### src/rtl/text_console_pkg.sv
// Shared constants for the 30x17 text console: geometry, control codes, VRAM address fields
// and controller state encoding.
package text_console_pkg;

  localparam int unsigned TEXT_COLS = 30;
  localparam int unsigned TEXT_ROWS = 17;

  localparam int unsigned ROW_W  = 5;
  localparam int unsigned COL_W  = 5;
  localparam int unsigned ADDR_W = ROW_W + COL_W + 1;

  localparam logic [ROW_W-1:0] LAST_ROW = ROW_W'(TEXT_ROWS - 1);
  localparam logic [COL_W-1:0] LAST_COL = COL_W'(TEXT_COLS - 1);

  localparam logic [7:0] CHR_SPACE = 8'h20;
  localparam logic [7:0] CC_LF     = 8'h0A;
  localparam logic [7:0] CC_CR     = 8'h0D;
  localparam logic [7:0] CC_BS     = 8'h08;
  localparam logic [7:0] CC_FF     = 8'h0C;
  localparam logic [7:0] CC_ESC    = 8'h1B;

  localparam logic [2:0] ST_IDLE    = 3'd0;
  localparam logic [2:0] ST_WR_CHR  = 3'd1;
  localparam logic [2:0] ST_WR_ATTR = 3'd2;
  localparam logic [2:0] ST_ESC     = 3'd3;
  localparam logic [2:0] ST_CLR_ROW = 3'd4;
  localparam logic [2:0] ST_CLR_SCR = 3'd5;

  function automatic logic is_printable(input logic [7:0] b);
    return (b >= 8'h20) && (b <= 8'h7E);
  endfunction

  // Bottom row wraps to the top: port A is write-only, so there is no scroll.
  function automatic logic [ROW_W-1:0] next_row(input logic [ROW_W-1:0] r);
    return (r == LAST_ROW) ? '0 : r + ROW_W'(1);
  endfunction

endpackage

### src/rtl/text_fill.sv
// Address sweep engine for row and screen clears. ada/din present the write to issue on the
// cycle start or step is asserted; done is set once the final write of the sweep has been issued.
module text_fill
  import text_console_pkg::*;
(
  input  logic              clk,
  input  logic              rst_n,
  input  logic              start,
  input  logic              step,
  input  logic              screen,
  input  logic [ROW_W-1:0]  base_row,
  input  logic [7:0]        attr,
  output logic [ADDR_W-1:0] ada,
  output logic [7:0]        din,
  output logic              done
);

  logic [ROW_W-1:0] row_q, row_d, cur_row;
  logic [COL_W-1:0] col_q, col_d, cur_col;
  logic             sel_q, sel_d, cur_sel;
  logic             screen_q, cur_screen;
  logic             done_q, last;

  // A start overrides the counters so the first write of a sweep is available immediately.
  always_comb begin
    cur_row    = start ? (screen ? '0 : base_row) : row_q;
    cur_col    = start ? '0 : col_q;
    cur_sel    = start ? 1'b0 : sel_q;
    cur_screen = start ? screen : screen_q;
    last       = cur_sel && (cur_col == LAST_COL) && (!cur_screen || (cur_row == LAST_ROW));

    row_d = cur_row;
    col_d = cur_col;
    sel_d = ~cur_sel;
    if (cur_sel) begin
      if (cur_col == LAST_COL) begin
        col_d = '0;
        row_d = next_row(cur_row);
      end else begin
        col_d = cur_col + COL_W'(1);
      end
    end
  end

  assign ada  = {cur_row, cur_col, cur_sel};
  assign din  = cur_sel ? attr : CHR_SPACE;
  assign done = done_q;

  // Counters reset to the screen origin so a boot-time screen sweep needs no start pulse.
  always_ff @(posedge clk or negedge rst_n) begin
    if (!rst_n) begin
      row_q    <= '0;
      col_q    <= '0;
      sel_q    <= 1'b0;
      screen_q <= 1'b1;
      done_q   <= 1'b0;
    end else if (start || step) begin
      row_q    <= row_d;
      col_q    <= col_d;
      sel_q    <= sel_d;
      screen_q <= cur_screen;
      done_q   <= last;
    end
  end

endmodule

### src/rtl/text_console.sv
// Byte-stream text console driving VRAM port A of the 30x17 text-mode video block.
// Define TEXT_CONSOLE_BOOT_CLEAR_EN to blank the screen with DEFAULT_ATTR out of reset.
module text_console
  import text_console_pkg::*;
#(
  parameter logic [7:0] DEFAULT_ATTR = 8'h07
) (
  input  logic              clk_i,
  input  logic              rstn_i,
  input  logic [7:0]        rx_data_i,
  input  logic              rx_valid_i,
  output logic              rx_ready_o,
  output logic              busy_o,
  output logic              vram_cea_o,
  output logic [ADDR_W-1:0] vram_ada_o,
  output logic [7:0]        vram_din_o,
  output logic [ROW_W-1:0]  cursor_row_o,
  output logic [COL_W-1:0]  cursor_col_o
);

`ifdef TEXT_CONSOLE_BOOT_CLEAR_EN
  localparam logic [2:0] RESET_STATE = ST_CLR_SCR;
`else
  localparam logic [2:0] RESET_STATE = ST_IDLE;
`endif

  logic [2:0]        state_q, state_d;
  logic [ROW_W-1:0]  row_q, row_d, row_nl;
  logic [COL_W-1:0]  col_q, col_d;
  logic [7:0]        attr_q, attr_d;
  logic              cea_q, cea_d;
  logic [ADDR_W-1:0] ada_q, ada_d;
  logic [7:0]        din_q, din_d;

  logic              accept;
  logic              fill_start, fill_step, fill_screen, fill_done;
  logic [ADDR_W-1:0] fill_ada;
  logic [7:0]        fill_din;

  assign rx_ready_o = (state_q == ST_IDLE) || (state_q == ST_ESC);
  assign busy_o     = ~rx_ready_o;
  assign accept     = rx_valid_i && rx_ready_o;
  assign row_nl     = next_row(row_q);

  text_fill u_fill (
    .clk      (clk_i),
    .rst_n    (rstn_i),
    .start    (fill_start),
    .step     (fill_step),
    .screen   (fill_screen),
    .base_row (row_nl),
    .attr     (attr_q),
    .ada      (fill_ada),
    .din      (fill_din),
    .done     (fill_done)
  );

  always_comb begin
    state_d     = state_q;
    row_d       = row_q;
    col_d       = col_q;
    attr_d      = attr_q;
    cea_d       = 1'b0;
    ada_d       = ada_q;
    din_d       = din_q;
    fill_start  = 1'b0;
    fill_step   = 1'b0;
    fill_screen = 1'b0;

    case (state_q)
      ST_IDLE: begin
        if (accept) begin
          if (is_printable(rx_data_i)) begin
            state_d = ST_WR_CHR;
            cea_d   = 1'b1;
            ada_d   = {row_q, col_q, 1'b0};
            din_d   = rx_data_i;
          end else begin
            case (rx_data_i)
              CC_LF: begin
                col_d      = '0;
                row_d      = row_nl;
                fill_start = 1'b1;
                state_d    = ST_CLR_ROW;
                cea_d      = 1'b1;
                ada_d      = fill_ada;
                din_d      = fill_din;
              end
              CC_CR:  col_d = '0;
              CC_BS:  if (col_q != '0) col_d = col_q - COL_W'(1);
              CC_FF: begin
                fill_start  = 1'b1;
                fill_screen = 1'b1;
                state_d     = ST_CLR_SCR;
                cea_d       = 1'b1;
                ada_d       = fill_ada;
                din_d       = fill_din;
              end
              CC_ESC:  state_d = ST_ESC;
              default: ;
            endcase
          end
        end
      end
      ST_ESC: begin
        if (accept) begin
          attr_d  = rx_data_i;
          state_d = ST_IDLE;
        end
      end
      ST_WR_CHR: begin
        state_d = ST_WR_ATTR;
        cea_d   = 1'b1;
        ada_d   = {row_q, col_q, 1'b1};
        din_d   = attr_q;
      end
      ST_WR_ATTR: begin
        if (col_q != LAST_COL) begin
          col_d   = col_q + COL_W'(1);
          state_d = ST_IDLE;
        end else begin
          col_d      = '0;
          row_d      = row_nl;
          fill_start = 1'b1;
          state_d    = ST_CLR_ROW;
          cea_d      = 1'b1;
          ada_d      = fill_ada;
          din_d      = fill_din;
        end
      end
      ST_CLR_ROW, ST_CLR_SCR: begin
        if (fill_done) begin
          state_d = ST_IDLE;
          if (state_q == ST_CLR_SCR) begin
            row_d = '0;
            col_d = '0;
          end
        end else begin
          fill_step = 1'b1;
          cea_d     = 1'b1;
          ada_d     = fill_ada;
          din_d     = fill_din;
        end
      end
      default: state_d = ST_IDLE;
    endcase
  end

  always_ff @(posedge clk_i or negedge rstn_i) begin
    if (!rstn_i) begin
      state_q <= RESET_STATE;
      row_q   <= '0;
      col_q   <= '0;
      attr_q  <= DEFAULT_ATTR;
      cea_q   <= 1'b0;
      ada_q   <= '0;
      din_q   <= '0;
    end else begin
      state_q <= state_d;
      row_q   <= row_d;
      col_q   <= col_d;
      attr_q  <= attr_d;
      cea_q   <= cea_d;
      ada_q   <= ada_d;
      din_q   <= din_d;
    end
  end

  assign vram_cea_o   = cea_q;
  assign vram_ada_o   = ada_q;
  assign vram_din_o   = din_q;
  assign cursor_row_o = row_q;
  assign cursor_col_o = col_q;

endmodule

### config.mk
export PLATFORM = sky130hd
export DESIGN_NAME = text_console
export DESIGN_NICKNAME = d
export VERILOG_FILES = /design/src/rtl/text_console_pkg.sv /design/src/rtl/text_fill.sv /design/src/rtl/text_console.sv
export SDC_FILE = /design/constraint.sdc
export NUM_CORES = 1
export LEC_CHECK = 0
export CAP_MARGIN = 40
export CORE_MARGIN = 1.5
export CORE_UTILIZATION = 35
export CTS_CLUSTER_DIAMETER = 80
export DETAILED_ROUTE_END_ITERATION = 16
export PLACE_DENSITY = 0.53
export SLEW_MARGIN = 20
export SYNTH_ARGS = -nofsm -noshare
export SYNTH_HDL_FRONTEND = slang
export SYNTH_SLANG_ARGS = --single-unit
### constraint.sdc
create_clock -name clk_i -period 5.9 [get_ports clk_i]
set_input_delay 0.885 -clock clk_i [delete_from_list [all_inputs] [get_ports clk_i]]
set_output_delay 0.885 -clock clk_i [all_outputs]
set_load 0.02 [all_outputs]
==> out/metrics.csv, run 1 <==
stage,metric,value,unit
status,status,"finished, final reports clean",
sta,post-route-period-util,0.655,
sta,fin_setup_tns,0,ps
clocking,clk_latency,310,ps
power,clkPwrFrac,0.122,
placement,io_buffers,42,
synthesis,ys.flop_type,dfrtp_1,
setup_path,timing.rr.start,state_q[1]$_DFFE_PN0P_,
placement,place_congestion,0.877,
setup_path,critPathMaxStageDelay,570,ps
synthesis,syn_avg_cell_area,9.16,um^2
sta,min_period,3860,ps
grt,grt_pass1_wl,15.1,mm
routing,via_per_inst,5.69,
power,p_comb_frac,0.533,
setup_path,r2r-end,u_fill.row_q[0]$_DFFE_PN0P_,
clocking,cts_hold_buf,0,
grt,grt_pass1_vias,2786,
clocking,htreeDepth,2,
power,p_per_area,483,nW/um^2
grt,grt_overflow,0,
synthesis,ys_seq_area_frac,0.408,
power,p_leak,1.58,nW
routing,drtIter0Drc,283,
setup_path,crit_slowest_cell,or3_1,
power,switchingPower,0.863,mW
setup_path,regToRegSetupSlack,2490,ps
finish,fill_cells,931,
finish,diodes,0,
setup_path,critPathMostFrequentCell,nand2_1,
sta,slew_headroom,0.473,
sta,fmax,259,MHz
routing,drc,0,
synthesis,async_flop_share,1.00,
setup_path,worstPathRequired,6110,ps
die,fp.dieH,100,um
min_path,worst_hold_path_type,reg2reg,
finish,finalNetCount,416,
routing,antenna_left,0,
die,io_pins,43,
setup_path,crit_type,in2reg,
job,maxCapViolations,0,
synthesis,ys_warn_count,0,
routing,finalWirelength,9.26,mm
clocking,cts_tree,yes,
die,start_util,0.360,
grt,grt_usage,0.190,
die,row_count,35,
power,p_int,1.04,mW
die,die_area,10100,um^2
sta,setup_viol,0,
finish,mostFrequentLayoutCells,"50 x dfrtp_1, 41 x clkdlybuf4s50_1, 34 x nand2_1, 23 x nand3_1, 19 x nor2_1",
finish,mostFrequentLayoutCell,dfrtp_1,
setup_path,critPathLaunchType,primary input,
grt,antenna_found_initial,0,
setup_path,arrival,4070,ps
setup_path,cp-end-kind,flip-flop,
sta,slew_viol_final,0,
sta,fin_skew,7.63,ps
routing,wl_per_cell,17.5,um
setup_path,critPathMaxFanout,12,
power,seq_power_share,0.345,
routing,num_vias,3003,
finish,syn2layout_area_growth,18.7,%
routing,m1WireLength,4.51,mm
finish,fin_area,3950,um^2
power,p_sw_frac,0.452,
routing,wl_met2,4.27,mm
synthesis,synth_edf_count,0,
routing,wl_met3,425,um
placement,detailed_place_hpwl,6.71,mm
grt,grt_max_degree,55,
clocking,postCtsSetupRepairBufs,0,
setup_path,critical_path.cell_chain,clkdlybuf4s50_1 > or3_1 > nor4_4 > nor2_1 > buf_4 > nand2_1 > ha_1 > and3_1 > and2_1 > nand2_1 > a311o_1,
synthesis,synthCells,363,
min_path,hp-start,vram_din_o[7]$_DFFE_PN0P_,
clocking,clockBufferDepth,2,
sta,worstMarginPinSlew,788,ps
synthesis,netlist_area,3330,um^2
min_path,whs_endpoint,vram_din_o[7]$_DFFE_PN0P_,
synthesis,ys_ff_latch,54,
finish,drive_above_1_share,0.110,
setup_path,worst_r2r_path_depth,10,
sta,hold_viol_final,0,
clocking,clk_pin_slew,110,ps
placement,dpl-instance-area,3830,um^2
setup_path,cp_top_family,simple AND/OR/NAND/NOR gates,
clocking,numClockSinks,54,
routing,dr.max_layer_used,met4,
die,core,9240,um^2
sta,grt_setup_unrepaired,false,
clocking,cts_root_buf,clkbuf_8,
synthesis,synth.distinct_cells,65,
setup_path,critPathBufInv,2,
die,die_w,100,um
clocking,cts-resized-gates,0,
power,ir_worst_vdd,0.330,mV
synthesis,synthesis.nets,381,
routing,dr.pass1.iters,4,
min_path,hold_depth,1,
clocking,cts_buffers,5,
-- area by class of cell --
| class | count | area, um^2 | share of cell area |
|---|---|---|---|
| multi-input cells | 273 | 1820 | 0.461 |
| inverters | 18 | 67.6 | 0.0171 |
| clock buffers | 6 | 82.6 | 0.0209 |
| well taps | 129 | 161 | 0.0409 |
| clock inverters | 2 | 16.3 | 0.00412 |
| repair buffers | 46 | 443 | 0.112 |
| flip-flops and latches | 54 | 1360 | 0.343 |
-- cell families after synthesis --
group           after synthesis  share of synthesized area
compound gates               99                      0.214
mux                          14                     0.0467
flops                        54                      0.408
simple gates                147                      0.245
buf+inv                      36                     0.0444
fa+ha+maj                     7                     0.0263
xor+xnor                      6                     0.0158
-- cells in the mapped netlist (8+ instances only) --
master    number  share of area
a31oi_1       13          0.024
nor2_1        19          0.021
o21ai_0        9          0.014
a21oi_1       16          0.024
inv_1         17          0.019
nor3_1        17          0.026
clkbuf_1      13          0.015
dfrtp_1       50           0.38
and3_1         8          0.015
nand3_1       23          0.035
nand2_1       34          0.038
mux2_2        12          0.041
-- worst max-delay path by stage --
stage,start,to,cells past startpoint
after floorplan,rx_data_i[0],u_fill.row_q[0]$_DFFE_PN0P_,12
after global placement,rx_data_i[2],u_fill.row_q[0]$_DFFE_PN0P_,11
after detailed placement,rx_data_i[2],u_fill.row_q[0]$_DFFE_PN0P_,11
after CTS,rx_data_i[2],u_fill.row_q[0]$_DFFE_PN0P_,11
after global routing,rx_data_i[6],u_fill.row_q[0]$_DFFE_PN0P_,12
final,rx_data_i[6],u_fill.row_q[0]$_DFFE_PN0P_,11
-- flip-flops by register name, summed over array words and instances (netlist names) --
signal	flops
u_fill.done	1
cursor_col_o	5
state_q	3
u_fill.row_q	5
u_fill.sel_q	1
vram_cea_o	1
u_fill.col_q	5
vram_din_o	8
u_fill.screen_q	1
vram_ada_o	11
attr_q	8
cursor_row_o	5
-- stage by stage --
stage                      util  total power [mW]  hold slack [ps]  setup slack (ps)  std cells
after floorplan               -              1.30              479              2380        363
after global placement    0.414              1.67              491              1850        517
after detailed placement  0.415              1.67              478              1690        518
after CTS                 0.426              1.91              509              2060        526
after global routing      0.427              2.06              529              1850        528
final                     0.427              1.91              502              2040        528
-- power groups by stage --
| stage | Combinational [mW] | Sequential [mW] | Clock (mW) |
|---|---|---|---|
| global placement | 0.999 | 0.666 | 0 |
| finish | 1.02 | 0.658 | 0.232 |
| CTS | 1.01 | 0.658 | 0.240 |
| global route | 1.12 | 0.679 | 0.252 |
| floorplan | 0.617 | 0.682 | 0 |
| detailed placement | 1.01 | 0.665 | 0 |
-- per-layer routing --
layer | up-vias | global-route usage
met5 | - | 0
met4 | 0 | 0.0358
met3 | 5 | 0.0243
met2 | 77 | 0.296
met1 | 1474 | 0.284
li1 | 1447 | -
Power figures use the tool's default switching activity.
==> inputs of run 2 (changes only) <==
Clock period 5.9 ns to 3.91 ns, I/O delays scaled along.
==> out/metrics.csv, run 2 (synthesized netlist as in run 1, its figures left out) <==
stage,metric,value,unit,change
grt,grt_pass1_vias,3063,,+9.9%
setup_path,critPathLaunchType,primary input,,
finish,finalNetCount,428,,+2.9%
sta,worstMarginPinSlew,734,ps,-54.6 ps
sta,fin_setup_tns,0,ps,unchanged
grt,grt_usage,0.198,,+0.00834
clocking,numClockSinks,54,,unchanged
sta,grt_setup_unrepaired,false,,
routing,wl_per_cell,17.6,um,+0.16%
die,die_area,10100,um^2,unchanged
setup_path,critPathMostFrequentCell,and3_1,,
min_path,worst_hold_path_type,in2async,,
finish,mostFrequentLayoutCells,"50 x dfrtp_1, 41 x clkdlybuf4s50_1, 34 x nand2_1, 23 x nand3_1, 19 x nor2_1",,
sta,fin_skew,11.0,ps,+3.33 ps
setup_path,crit_slowest_cell,or4_4,,
routing,drc,0,,unchanged
power,ir_worst_vdd,0.489,mV,+48%
placement,place_congestion,0.875,,-0.18%
die,row_count,35,,unchanged
die,io_pins,43,,unchanged
power,p_comb_frac,0.553,,+0.020
job,maxCapViolations,0,,unchanged
die,die_w,100,um,unchanged
power,clkPwrFrac,0.109,,-0.013
routing,via_per_inst,5.67,,-0.33%
finish,largest_reg_flops,11,,unchanged
power,p_total,2.91,mW,+53%
power,seq_power_share,0.338,,-0.007
die,start_util,0.360,,unchanged
clocking,cts_buffers,5,,unchanged
placement,dpl-instance-area,3930,um^2,+2.5%
grt,grt_overflow,0,,unchanged
sta,setup_viol,0,,unchanged
sta,hold_viol_final,0,,unchanged
routing,dr.pass1.iters,4,,unchanged
setup_path,cp-end-kind,flip-flop,,
status,status,"finished, final reports clean",,
setup_path,timing.rr.start,state_q[1]$_DFFE_PN0P_,,
sta,post-route-period-util,0.852,,
placement,detailed_place_hpwl,6.89,mm,+2.7%
clocking,cts_root_buf,clkbuf_8,,
sta,slew_headroom,0.509,,+0.0365
clocking,cts-resized-gates,0,,unchanged
setup_path,critical_path.cell_chain,clkdlybuf4s50_1 > or4b_4 > or4_4 > and3_1 > ha_1 > and3_1 > and2_1 > nand2_1 > a211oi_1 > a311o_1,,
clocking,clk_latency,310,ps,about the same
clocking,clockBufferDepth,2,,unchanged
power,p_per_area,720,nW/um^2,+49%
setup_path,critPathMaxFanout,7,,-5
power,p_int,1.59,mW,+53%
clocking,cts_tree,yes,,
setup_path,arrival,3530,ps,-540 ps
setup_path,worst_r2r_path_depth,9,,-1
setup_path,critPathMaxStageDelay,560,ps,about the same
placement,place_ws,275,ps,-1420 ps
setup_path,regToRegSetupSlack,710,ps,-1780 ps
sta,fin_hold_ws,197,ps,-306 ps
finish,syn2layout_area_growth,21.5,%,
grt,grt_pass1_wl,15.8,mm,+4.1%
clocking,cts_hold_buf,0,,unchanged
routing,drtIter0Drc,180,,-36%
placement,io_buffers,42,,unchanged
routing,finalWirelength,9.49,mm,+2.4%
routing,antenna_left,0,,unchanged
finish,mostFrequentLayoutCell,dfrtp_1,,
setup_path,crit_type,in2reg,,
clocking,postCtsSetupRepairBufs,0,,unchanged
clocking,clk_pin_slew,110,ps,about the same
power,p_sw_frac,0.452,,-0.000936
power,p_leak,1.64,nW,+3.6%
finish,fin_area,4040,um^2,+2.3%
clocking,htreeDepth,2,,unchanged
routing,num_vias,3061,,+1.9%
power,switchingPower,1.31,mW,+52%
sta,finalWorstSetupSlack,579,ps,-1460 ps
grt,antenna_found_initial,0,,unchanged
grt,grt_max_degree,36,,-35%
sta,min_period,3330,ps,
finish,diodes,0,,unchanged
die,core,9240,um^2,unchanged
die,fp.dieH,100,um,unchanged
finish,drive_above_1_share,0.129,,+0.0187
setup_path,worstPathRequired,4110,ps,-2000 ps
sta,fmax,300,MHz,
setup_path,r2r-end,u_fill.row_q[0]$_DFFE_PN0P_,,
sta,slew_viol_final,0,,unchanged
==> run 2: cell count changes in the layout (fill, tap and decap cells not counted) <==
cell	before	now
inv_6	1	0
clkbuf_1	0	3
clkinvlp_4	1	0
clkbuf_8	6	5
buf_4	3	14
buf_16	0	1
==> run 2: layout make-up <==
cell class	instances	area [um^2]
multi-input combinational	273	1820
clock buffer	8	80.1
tap	129	161
inverter	18	67.6
sequential	54	1360
fill	916	5200
timing repair buffer	58	553
==> run 2: per-stage QoR <==
stage / utilization / std cells
3_5_place_dp: 0.426 / 531
5_1_grt: 0.437 / 540
6_report: 0.437 / 540
3_3_place_gp: 0.425 / 530
2_1_floorplan: - / 363
4_1_cts: 0.434 / 539
==> run 2: metal layers <==
layer  track usage  up-vias  share of wire
met5             0        -              0
met4        0.0563        0          0.015
met3        0.0229       11          0.038
met2         0.326       73           0.48
met1         0.276     1514           0.47
li1              -     1463              -
==> run 2: how the worst max path moves through the flow <==
| stage | startpoint | endpoint | slack [ps] | cells past startpoint |
|---|---|---|---|---|
| after global routing | rx_valid_i | u_fill.row_q[0]$_DFFE_PN0P_ | 450 | 10 |
| after global placement | rx_valid_i | u_fill.row_q[0]$_DFFE_PN0P_ | 300 | 10 |
| after detailed placement | rx_valid_i | u_fill.row_q[0]$_DFFE_PN0P_ | 280 | 10 |
| final | rx_valid_i | u_fill.row_q[0]$_DFFE_PN0P_ | 580 | 10 |
| after CTS | rx_valid_i | u_fill.row_q[0]$_DFFE_PN0P_ | 600 | 10 |
| after floorplan | rx_data_i[0] | u_fill.row_q[0]$_DFFE_PN0P_ | 690 | 12 |
==> run 2: power by group through the flow <==
stage          sequential, mW  clock [mW]  combinational, mW
3_5_place_dp            0.989           0               1.60
3_3_place_gp            0.990           0               1.59
5_1_grt                  1.02       0.341               1.76
2_1_floorplan            1.03           0              0.932
6_report                0.982       0.316               1.61
4_1_cts                 0.981       0.327               1.61
==> run 2: worst max-delay path: cells and delay by family <==
kind	cells	cell delay [ps]
adder cells (fa/ha/maj)	1	200
AND/OR/NAND/NOR	6	1880
buffers and inverters	1	520
AO/OA/AOI/OAI	2	330
